File: src/rtl/ca_code_gen_if.sv
// Control/replica bundle for the C/A Gold-code generator.
// master drives load/tick; slave (the generator) drives the chips and status.
interface ca_code_gen_if;
  logic       prn_load;
  logic [5:0] prn_id;
  logic       half_tick;
  logic       early_chip;
  logic       prompt_chip;
  logic       late_chip;
  logic [9:0] chip_cnt;
  logic       epoch;
  logic       running;
  logic       prn_err;

  modport master (
    output prn_load,
    output prn_id,
    output half_tick,
    input  early_chip,
    input  prompt_chip,
    input  late_chip,
    input  chip_cnt,
    input  epoch,
    input  running,
    input  prn_err
  );

  modport slave (
    input  prn_load,
    input  prn_id,
    input  half_tick,
    output early_chip,
    output prompt_chip,
    output late_chip,
    output chip_cnt,
    output epoch,
    output running,
    output prn_err
  );
endinterface

File: src/rtl/ca_code_gen.sv
// GPS L1 C/A Gold-code generator with early/prompt/late replicas
// spaced half a chip apart, advanced by DLL half-chip strobes.
module ca_code_gen #(
  parameter int CODE_LEN = 1023
) (
  input logic          CLK,
  input logic          RST,
  ca_code_gen_if.slave bus
);

  typedef enum logic {
    IDLE,
    RUN
  } state_t;

  localparam logic [9:0] CNT_MAX = 10'(CODE_LEN - 1);
  localparam logic [9:0] ONES    = '1;

  state_t     state;
  state_t     state_nx;
  logic [9:0] g1;
  logic [9:0] g2;
  logic [9:0] tap;
  logic [9:0] cnt;
  logic       phase;
  logic       prompt;
  logic       late;
  logic       epoch;
  logic       err;
  logic       early;

  logic       id_ok;
  logic       ld_ok;
  logic       ld_bad;
  logic       adv;
  logic       wrap;
  logic       g1_fb;
  logic       g2_fb;

  // Bit k-1 of the mask selects G2 stage k.
  function automatic logic [9:0] sel(int a, int b);
    return (10'd1 << (a - 1)) | (10'd1 << (b - 1));
  endfunction

  function automatic logic [9:0] tap_mask(logic [5:0] id);
    logic [9:0] m;
    m = '0;
    case (id)
      6'd1:    m = sel(2, 6);
      6'd2:    m = sel(3, 7);
      6'd3:    m = sel(4, 8);
      6'd4:    m = sel(5, 9);
      6'd5:    m = sel(1, 9);
      6'd6:    m = sel(2, 10);
      6'd7:    m = sel(1, 8);
      6'd8:    m = sel(2, 9);
      6'd9:    m = sel(3, 10);
      6'd10:   m = sel(2, 3);
      6'd11:   m = sel(3, 4);
      6'd12:   m = sel(5, 6);
      6'd13:   m = sel(6, 7);
      6'd14:   m = sel(7, 8);
      6'd15:   m = sel(8, 9);
      6'd16:   m = sel(9, 10);
      6'd17:   m = sel(1, 4);
      6'd18:   m = sel(2, 5);
      6'd19:   m = sel(3, 6);
      6'd20:   m = sel(4, 7);
      6'd21:   m = sel(5, 8);
      6'd22:   m = sel(6, 9);
      6'd23:   m = sel(1, 3);
      6'd24:   m = sel(4, 6);
      6'd25:   m = sel(5, 7);
      6'd26:   m = sel(6, 8);
      6'd27:   m = sel(7, 9);
      6'd28:   m = sel(8, 10);
      6'd29:   m = sel(1, 6);
      6'd30:   m = sel(2, 7);
      6'd31:   m = sel(3, 8);
      6'd32:   m = sel(4, 9);
      default: m = '0;
    endcase
    return m;
  endfunction

  assign id_ok  = (bus.prn_id != 6'd0) && (bus.prn_id <= 6'd32);
  assign ld_ok  = bus.prn_load && id_ok;
  assign ld_bad = bus.prn_load && !id_ok;
  assign adv    = bus.half_tick && (state == RUN) && !bus.prn_load;
  assign wrap   = adv && phase && (cnt == CNT_MAX);

  // Stage k lives in bit k-1; feedback enters stage 1.
  assign g1_fb = g1[2] ^ g1[9];
  assign g2_fb = g2[1] ^ g2[2] ^ g2[5] ^ g2[7] ^ g2[8] ^ g2[9];
  assign early = g1[9] ^ (^(g2 & tap));

  always_ff @(posedge CLK) begin
    if (!RST) begin
      state <= IDLE;
    end else begin
      state <= state_nx;
    end
  end

  always_comb begin
    state_nx = state;
    unique case (1'b1)
      ld_ok:   state_nx = RUN;
      ld_bad:  state_nx = IDLE;
      default: state_nx = state;
    endcase
  end

  always_ff @(posedge CLK) begin
    if (!RST) begin
      g1     <= '0;
      g2     <= '0;
      tap    <= '0;
      cnt    <= '0;
      phase  <= 1'b0;
      prompt <= 1'b0;
      late   <= 1'b0;
      epoch  <= 1'b0;
      err    <= 1'b0;
    end else if (ld_ok) begin
      g1     <= ONES;
      g2     <= ONES;
      tap    <= tap_mask(bus.prn_id);
      cnt    <= '0;
      phase  <= 1'b0;
      prompt <= 1'b0;
      late   <= 1'b0;
      epoch  <= 1'b0;
      err    <= 1'b0;
    end else if (ld_bad) begin
      g1     <= '0;
      g2     <= '0;
      tap    <= '0;
      cnt    <= '0;
      phase  <= 1'b0;
      prompt <= 1'b0;
      late   <= 1'b0;
      epoch  <= 1'b0;
      err    <= 1'b1;
    end else begin
      epoch <= 1'b0;
      if (adv) begin
        prompt <= early;
        late   <= prompt;
        phase  <= ~phase;
        // Restore on wrap so short CODE_LEN still gives an exact period.
        if (wrap) begin
          cnt   <= '0;
          g1    <= ONES;
          g2    <= ONES;
          epoch <= 1'b1;
        end else if (phase) begin
          cnt <= cnt + 10'd1;
          g1  <= {g1[8:0], g1_fb};
          g2  <= {g2[8:0], g2_fb};
        end
      end
    end
  end

  assign bus.early_chip  = early;
  assign bus.prompt_chip = prompt;
  assign bus.late_chip   = late;
  assign bus.chip_cnt    = cnt;
  assign bus.epoch       = epoch;
  assign bus.running     = (state == RUN);
  assign bus.prn_err     = err;

endmodule

File: src/flat_wrapper.sv
// flat-port wrapper written by rule: the top's interface ports become plain ports
module ca_code_gen_flat 
#(
  parameter int CODE_LEN = 1023
)
  (CLK, RST, bus_prn_load, bus_prn_id, bus_half_tick, bus_early_chip, bus_prompt_chip, bus_late_chip, bus_chip_cnt, bus_epoch, bus_running, bus_prn_err);
  ca_code_gen_if bus_i ();
  input logic CLK;
  input logic RST;
  input wire logic [$bits(bus_i.prn_load)-1:0] bus_prn_load;
  input wire logic [$bits(bus_i.prn_id)-1:0] bus_prn_id;
  input wire logic [$bits(bus_i.half_tick)-1:0] bus_half_tick;
  output wire logic [$bits(bus_i.early_chip)-1:0] bus_early_chip;
  output wire logic [$bits(bus_i.prompt_chip)-1:0] bus_prompt_chip;
  output wire logic [$bits(bus_i.late_chip)-1:0] bus_late_chip;
  output wire logic [$bits(bus_i.chip_cnt)-1:0] bus_chip_cnt;
  output wire logic [$bits(bus_i.epoch)-1:0] bus_epoch;
  output wire logic [$bits(bus_i.running)-1:0] bus_running;
  output wire logic [$bits(bus_i.prn_err)-1:0] bus_prn_err;
  assign bus_i.prn_load = bus_prn_load;
  assign bus_i.prn_id = bus_prn_id;
  assign bus_i.half_tick = bus_half_tick;
  assign bus_early_chip = bus_i.early_chip;
  assign bus_prompt_chip = bus_i.prompt_chip;
  assign bus_late_chip = bus_i.late_chip;
  assign bus_chip_cnt = bus_i.chip_cnt;
  assign bus_epoch = bus_i.epoch;
  assign bus_running = bus_i.running;
  assign bus_prn_err = bus_i.prn_err;
  ca_code_gen #(.CODE_LEN(CODE_LEN)) u_core (.CLK(CLK), .RST(RST), .bus(bus_i));
endmodule
File: config.mk
export PLATFORM = sky130hd
export DESIGN_NAME = ca_code_gen_flat
export DESIGN_NICKNAME = d
export VERILOG_FILES = /design/src/rtl/ca_code_gen_if.sv /design/src/rtl/ca_code_gen.sv /design/src/flat_wrapper.sv
export SDC_FILE = /design/constraint.sdc
export NUM_CORES = 1
export LEC_CHECK = 0
export ABC_AREA = 1
export CORE_MARGIN = 1
export CORE_UTILIZATION = 35
export DETAILED_ROUTE_END_ITERATION = 6
export MAX_ROUTING_LAYER = met4
export PLACE_DENSITY_LB_ADDON = 0.05
export REMOVE_ABC_BUFFERS = 1
export SYNTH_ARGS = -nofsm -noshare
export SYNTH_HDL_FRONTEND = slang
export SYNTH_SLANG_ARGS = --single-unit
File: constraint.sdc
create_clock -name CLK -period 1.5 [get_ports CLK]
set_clock_uncertainty 0.1 [all_clocks]
set_input_delay 0.15 -clock CLK [delete_from_list [all_inputs] [get_ports CLK]]
set_output_delay 0.15 -clock CLK [all_outputs]
set_load 0.01 [all_outputs]
[Word-level counts from Yosys, hierarchy flattened]
Memories as Yosys holds them, arrays and structs flattened.
Index checks and enable logic that the tools add are counted.
Operators by class
  multiplexer cells: 16
  equal/unequal tests: 1
  reduce and logical (&&, ||, !) cells: 20
  bitwise gates (word level): 11
  order comparisons: 1
  $add $sub $neg: 1
Operators by type and width (number)
  $mux 10: 14
  $add 10x1->10 const B: 1
  $and 10x10->10: 1
  $eq 10x10->1 const B: 1
  $reduce_xor 10->1: 1
  $logic_and 1x1->1: 7
  $xor 1x1->1: 7
  $le 6x6->1 const B: 1
  $reduce_bool 6->1: 1
  $reduce_and 2->1: 2
  $reduce_bool 2->1: 2
  $reduce_bool 4->1: 1
  $reduce_or 4->1: 1
  $not 1->1: 3
  $reduce_bool 3->1: 1
  $reduce_or 3->1: 1
  $logic_not 1->1: 2
  $pmux 1 s2: 1
  $reduce_or 2->1: 1
  $mux 1: 1
Storage, ports and cells
  memories kept: 1
  ROM bits: 640
  word-level logic and storage cells: 61
  input bits: 10
  output and inout bits: 16
  register bits: 46
Memory list
  (name not given): words 64, bits a word 10, read ports 1, clocked after memory_dff 0, wr ports 0, RTL line ca_code_gen.sv:48  | case (id)

[Depth between registers and ports, before layout]
  depth after elaboration: 10
  mapped depth: 12
  gate-level depth less buffers: 12

[Worst setup path before layout]
OpenSTA, ideal clock, no wires.
  path kind: register -> register
  from: register u_core.cnt[0] (netlist: u_core.bus.chip_cnt[0])
  to: register u_core.cnt[6] (netlist: u_core.bus.chip_cnt[6])
  path slack: 0.013 ns
  cell stages (with the launch flop): 10
  data arrival time: 1.270 ns
  buffers on the path: 0
  clock period less this slack: 1.487 ns
  setup time: 0.117 ns
  required time: 1.283 ns
  cell sequence: dfxtp_1 -> inv_1 -> ha_1 -> nand3_1 -> nor3_1 -> nand3_1 -> nand2_1 -> inv_1 -> o21ai_0 -> nor2_1
Between the ends
  longest elaborated chain between the ends: 4
  elaborated cells on any way between the ends: 7
  those cells by class: 1 x add/sub; 1 x eq/ne; 2 x mux; 3 x reduce/logical
RTL lines
  from (decl): RTL line ca_code_gen.sv:24  | logic [9:0] cnt;
  from (signal assigned): RTL line ca_code_gen.sv:158  | cnt <= cnt + 10'd1;
  parallel branches: the longest is 4 deep, another holds $add 10x1->10
Parallel ways; which one is timed is not known. The select of a mux whose other input is x is not followed.
A chain may end at the register's enable or synchronous reset.

[Worst setup path in the final report]
  from: register u_core.g2[0]
  to: output bus_early_chip
Between the ends
  longest elaborated chain between the ends: 3
RTL lines
  from (decl): RTL line ca_code_gen.sv:22  | logic [9:0] g2;
  from (signal assigned): RTL line ca_code_gen.sv:160  | g2 <= {g2[8:0], g2_fb};
  $and 10x10->10: RTL line ca_code_gen.sv:95  | assign early = g1[9] ^ (^(g2 & tap));
  $reduce_xor 10->1: RTL line ca_code_gen.sv:95
  $xor 1x1->1: RTL line ca_code_gen.sv:95
  to (decl): RTL line flat_wrapper.sv:13  | output wire logic [$bits(bus_i.early_chip)-1:0] bus_early_chip;
Every way passes these cells.

==> qor.yml <==
outcome:
  outcome: "complete, but fails checks"
  violations: "negative setup slack"
worst_setup_path:
  crit_top_cell: "nand2_1"
  criticalPathCategory: "register to output port"
  crit_chain: "nand2_2, inv_2, nand2_2, nand2_1, nand2_1, nand2_2, inv_2, nand2_2, nand2_1, nand2_1, nand2_1, inv_1, buf_2"
  crit_slowest_cell: "dfxtp_2"
  crit_arrival_ns: 1.45
  cp-end-kind: "output port"
  startpoint_type: "register"
  required_ns: 1.25
  crit_fanout: 3
  reg2reg_depth: 10
  slowest_delay_ns: 0.35
sta:
  setup_viol: 24
  min_period_ns: 1.70
  finalHoldViolations: 0
  clock.fmax_ghz: 0.587
  setup_slack_ns: -0.204
  relSlewSlack: 0.798
  fin_crit_sh: 1.14
  rsz0062_at_grt: "yes"
  finalMaxSlewViolations: 0
  worst_pin_slew_ns: 0.300
finish:
  drive_above_1_share: 0.440
  syn_to_final_growth_pct: 59.2
  fin_area_um2: 4120
  nets: 512
  finish.utilization: 0.590
  fillers: 690
  num_antenna_cells: 0
detailed_routing:
  vias: 2784
  wl_per_cell_um: 12.3
  via_per_inst: 4.70
  drt_wl_total_mm: 7.29
  drc: 0
  drtPass1Iterations: 4
  drtIter0Drc: 100
  drtAntennaViolNets: 0
clock_network:
  cts-root-buf: "clkbuf_8"
  clkSlewWorstSetupHoldPaths_ns: 0.10
  clk_latency_ns: 0.30
  cts_buffer_depth: 2
  cts_tree: "yes"
  cts_buffers: 5
  h-tree-depth: 2
  cts_sinks: 46
die:
  row_count: 30
  io_pins: 26
  die_y_um: 88.0
  fp.dieW_um: 88.0
  die-area_um2: 7740
  core_um2: 6980
  start_util: 0.370
synth:
  syn_area_per_cell_um2: 6.37
  synth_cell_type_count: 24
  synth.top_cell.area_share: 0.356
  syn_area_um2: 2590
  synth_area_leaders: "dfxtp_1 36%, nand2_1 17%, o21ai_0 9.5%"
  yosysSeqAreaShare: 0.356
  synth_cells: 406
  ys_warn_count: 0
  synth_top_area_cell: "dfxtp_1"
  synth_seq_cells: 46
power:
  pwr-share-seq: 0.462
  vdd_drop_max_uv: 354
  power.density_nw_per_um2: 693
  p_comb_frac: 0.207
  switching_share: 0.281
  p_clk_frac: 0.331
  intPower_w: 0.00205
  p_leak_nw: 1.87
  power_switching_w: 0.000801
placed_design:
  port_buffers: 25
  finalWeightedCongestion: 0.883
  postPlaceCellArea_um2: 3390
  dp_hpwl_mm: 4.77
  detailedPlace.worstSlack_ns: -0.545
global_routing:
  grt_usage: 0.200
  grt_pass1_wl_mm: 11.8
  grt_remaining_overflow: 0
  antenna_found_initial: 0
  grt_pass1_vias: 2556
  grt_max_degree: 21
hold_path:
  min_path_cells: 7
  worstHoldPathType: "input port to register"
job:
  max-cap-violations: 0
critical path: cells and delay by family, from the launching register on:
family,cells,cell delay [ns]
DFF,1,0.35
and+or+nand+nor,9,0.54
buffers and inverters,4,0.27
cell usage after synthesis:
| library cell | n |
|---|---|
| o21ai_0 | 49 |
| o32ai_1 | 1 |
| a31oi_1 | 2 |
| nand3_2 | 1 |
| nor3_1 | 6 |
| xnor2_1 | 4 |
| inv_2 | 2 |
| nand2_1 | 120 |
| o221ai_1 | 2 |
| a21oi_1 | 36 |
| o21a_1 | 1 |
| nand4_1 | 3 |
| clkbuf_1 | 11 |
| nand3_1 | 13 |
| o22ai_1 | 2 |
| xor2_1 | 6 |
| dfxtp_1 | 46 |
| nor2_1 | 27 |
| nor2_4 | 1 |
| buf_2 | 5 |
| nor2_2 | 2 |
| o31ai_1 | 3 |
| ha_1 | 7 |
| inv_1 | 56 |
power by group through the flow:
stage	Clock, W	Sequential [W]	Combinational, W
floorplan	0	0.00133	0.000243
global route	0.00103	0.00132	0.000655
CTS	0.000967	0.00131	0.000528
global placement	0	0.00134	0.000484
detailed placement	0	0.00134	0.000485
finish	0.000944	0.00132	0.000592
cell usage in the layout (no fill, tap or decap), types with 10 or more instances in the layout:
cell | Yosys | layout
nand2_4 | 0 | 10
a21oi_2 | 0 | 14
dlygate4sd2_1 | 0 | 10
nand2_1 | 120 | 65
inv_1 | 56 | 42
dfxtp_2 | 0 | 21
clkdlybuf4s50_1 | 0 | 11
dfxtp_1 | 46 | 23
nand2_2 | 0 | 44
a21oi_1 | 36 | 22
nor2_1 | 27 | 22
inv_2 | 2 | 15
o21ai_0 | 49 | 45
buf_4 | 0 | 59
state kept, by name, summed over array words and instances, names as in the netlist:
register	count
u_core.g2	10
u_core.tap	10
u_core.bus.running	1
u_core.bus.epoch	1
u_core.g1	10
u_core.bus.chip_cnt	10
u_core.bus.prn_err	1
u_core.bus.late_chip	1
u_core.bus.prompt_chip	1
u_core.phase	1
kinds of logic (layout without fill, tap and decap cells):
family,Yosys count,after routing,share of synthesized area
simple gates,173,173,0.270
compound gates,96,96,0.196
flops,46,46,0.356
fa+ha+maj,7,7,0.0339
buf+inv,74,164,0.110
xor+xnor,10,10,0.0339
area by class of cell:
type	instances	area, um^2	share of cell area
timing repair buffer	98	907	0.220
clock inverter	2	37.5	0.00912
clock buffer	6	72.6	0.0176
sequential	46	955	0.232
inverter	58	225	0.0547
tap	96	120	0.0292
multi-input combinational	286	1800	0.437
metal layers:
metal	share of wire	global-route usage	up-vias
li1	-	-	1473
met1	0.47	0.256	1271
met2	0.50	0.334	34
met3	0.026	0.0292	6
met4	0.0058	0.0402	0
met5	0	-	-
path summary, 6_finish.rpt:
check | from | endpoint | slack, ns
max | u_core.g2[0]$_SDFFE_PN0P_ | bus_early_chip | -0.20
min reg2reg | u_core.tap[4]$_SDFFE_PN0P_ | u_core.tap[4]$_SDFFE_PN0P_ | 0.36
max reg2reg | u_core.bus.chip_cnt[0]$_SDFFE_PP0P_ | u_core.g1[7]$_SDFFE_PN0P_ | -0.12
min | bus_prn_id[2] | u_core.bus.prn_err$_SDFFE_PP0P_ | 0.33
what timing repair did:
item,in CTS,in global routing
gates cloned,3,0
setup endpoints to repair,50,42
pin swaps,34,32
hold buffers,0,0
setup buffers,8,4
resized for setup,98,93
per-stage QoR:
stage	std cells	TNS (ns)	hold WS, ns	power (W)
floorplan	390	-10.43	0.181	0.00158
global placement	571	-18.56	0.350	0.00182
detailed placement	571	-19.20	0.350	0.00182
CTS	589	-2.83	0.359	0.00281
global route	592	-3.78	0.364	0.00301
finish	592	-1.49	0.334	0.00285
(Power assumes the default switching activity.)
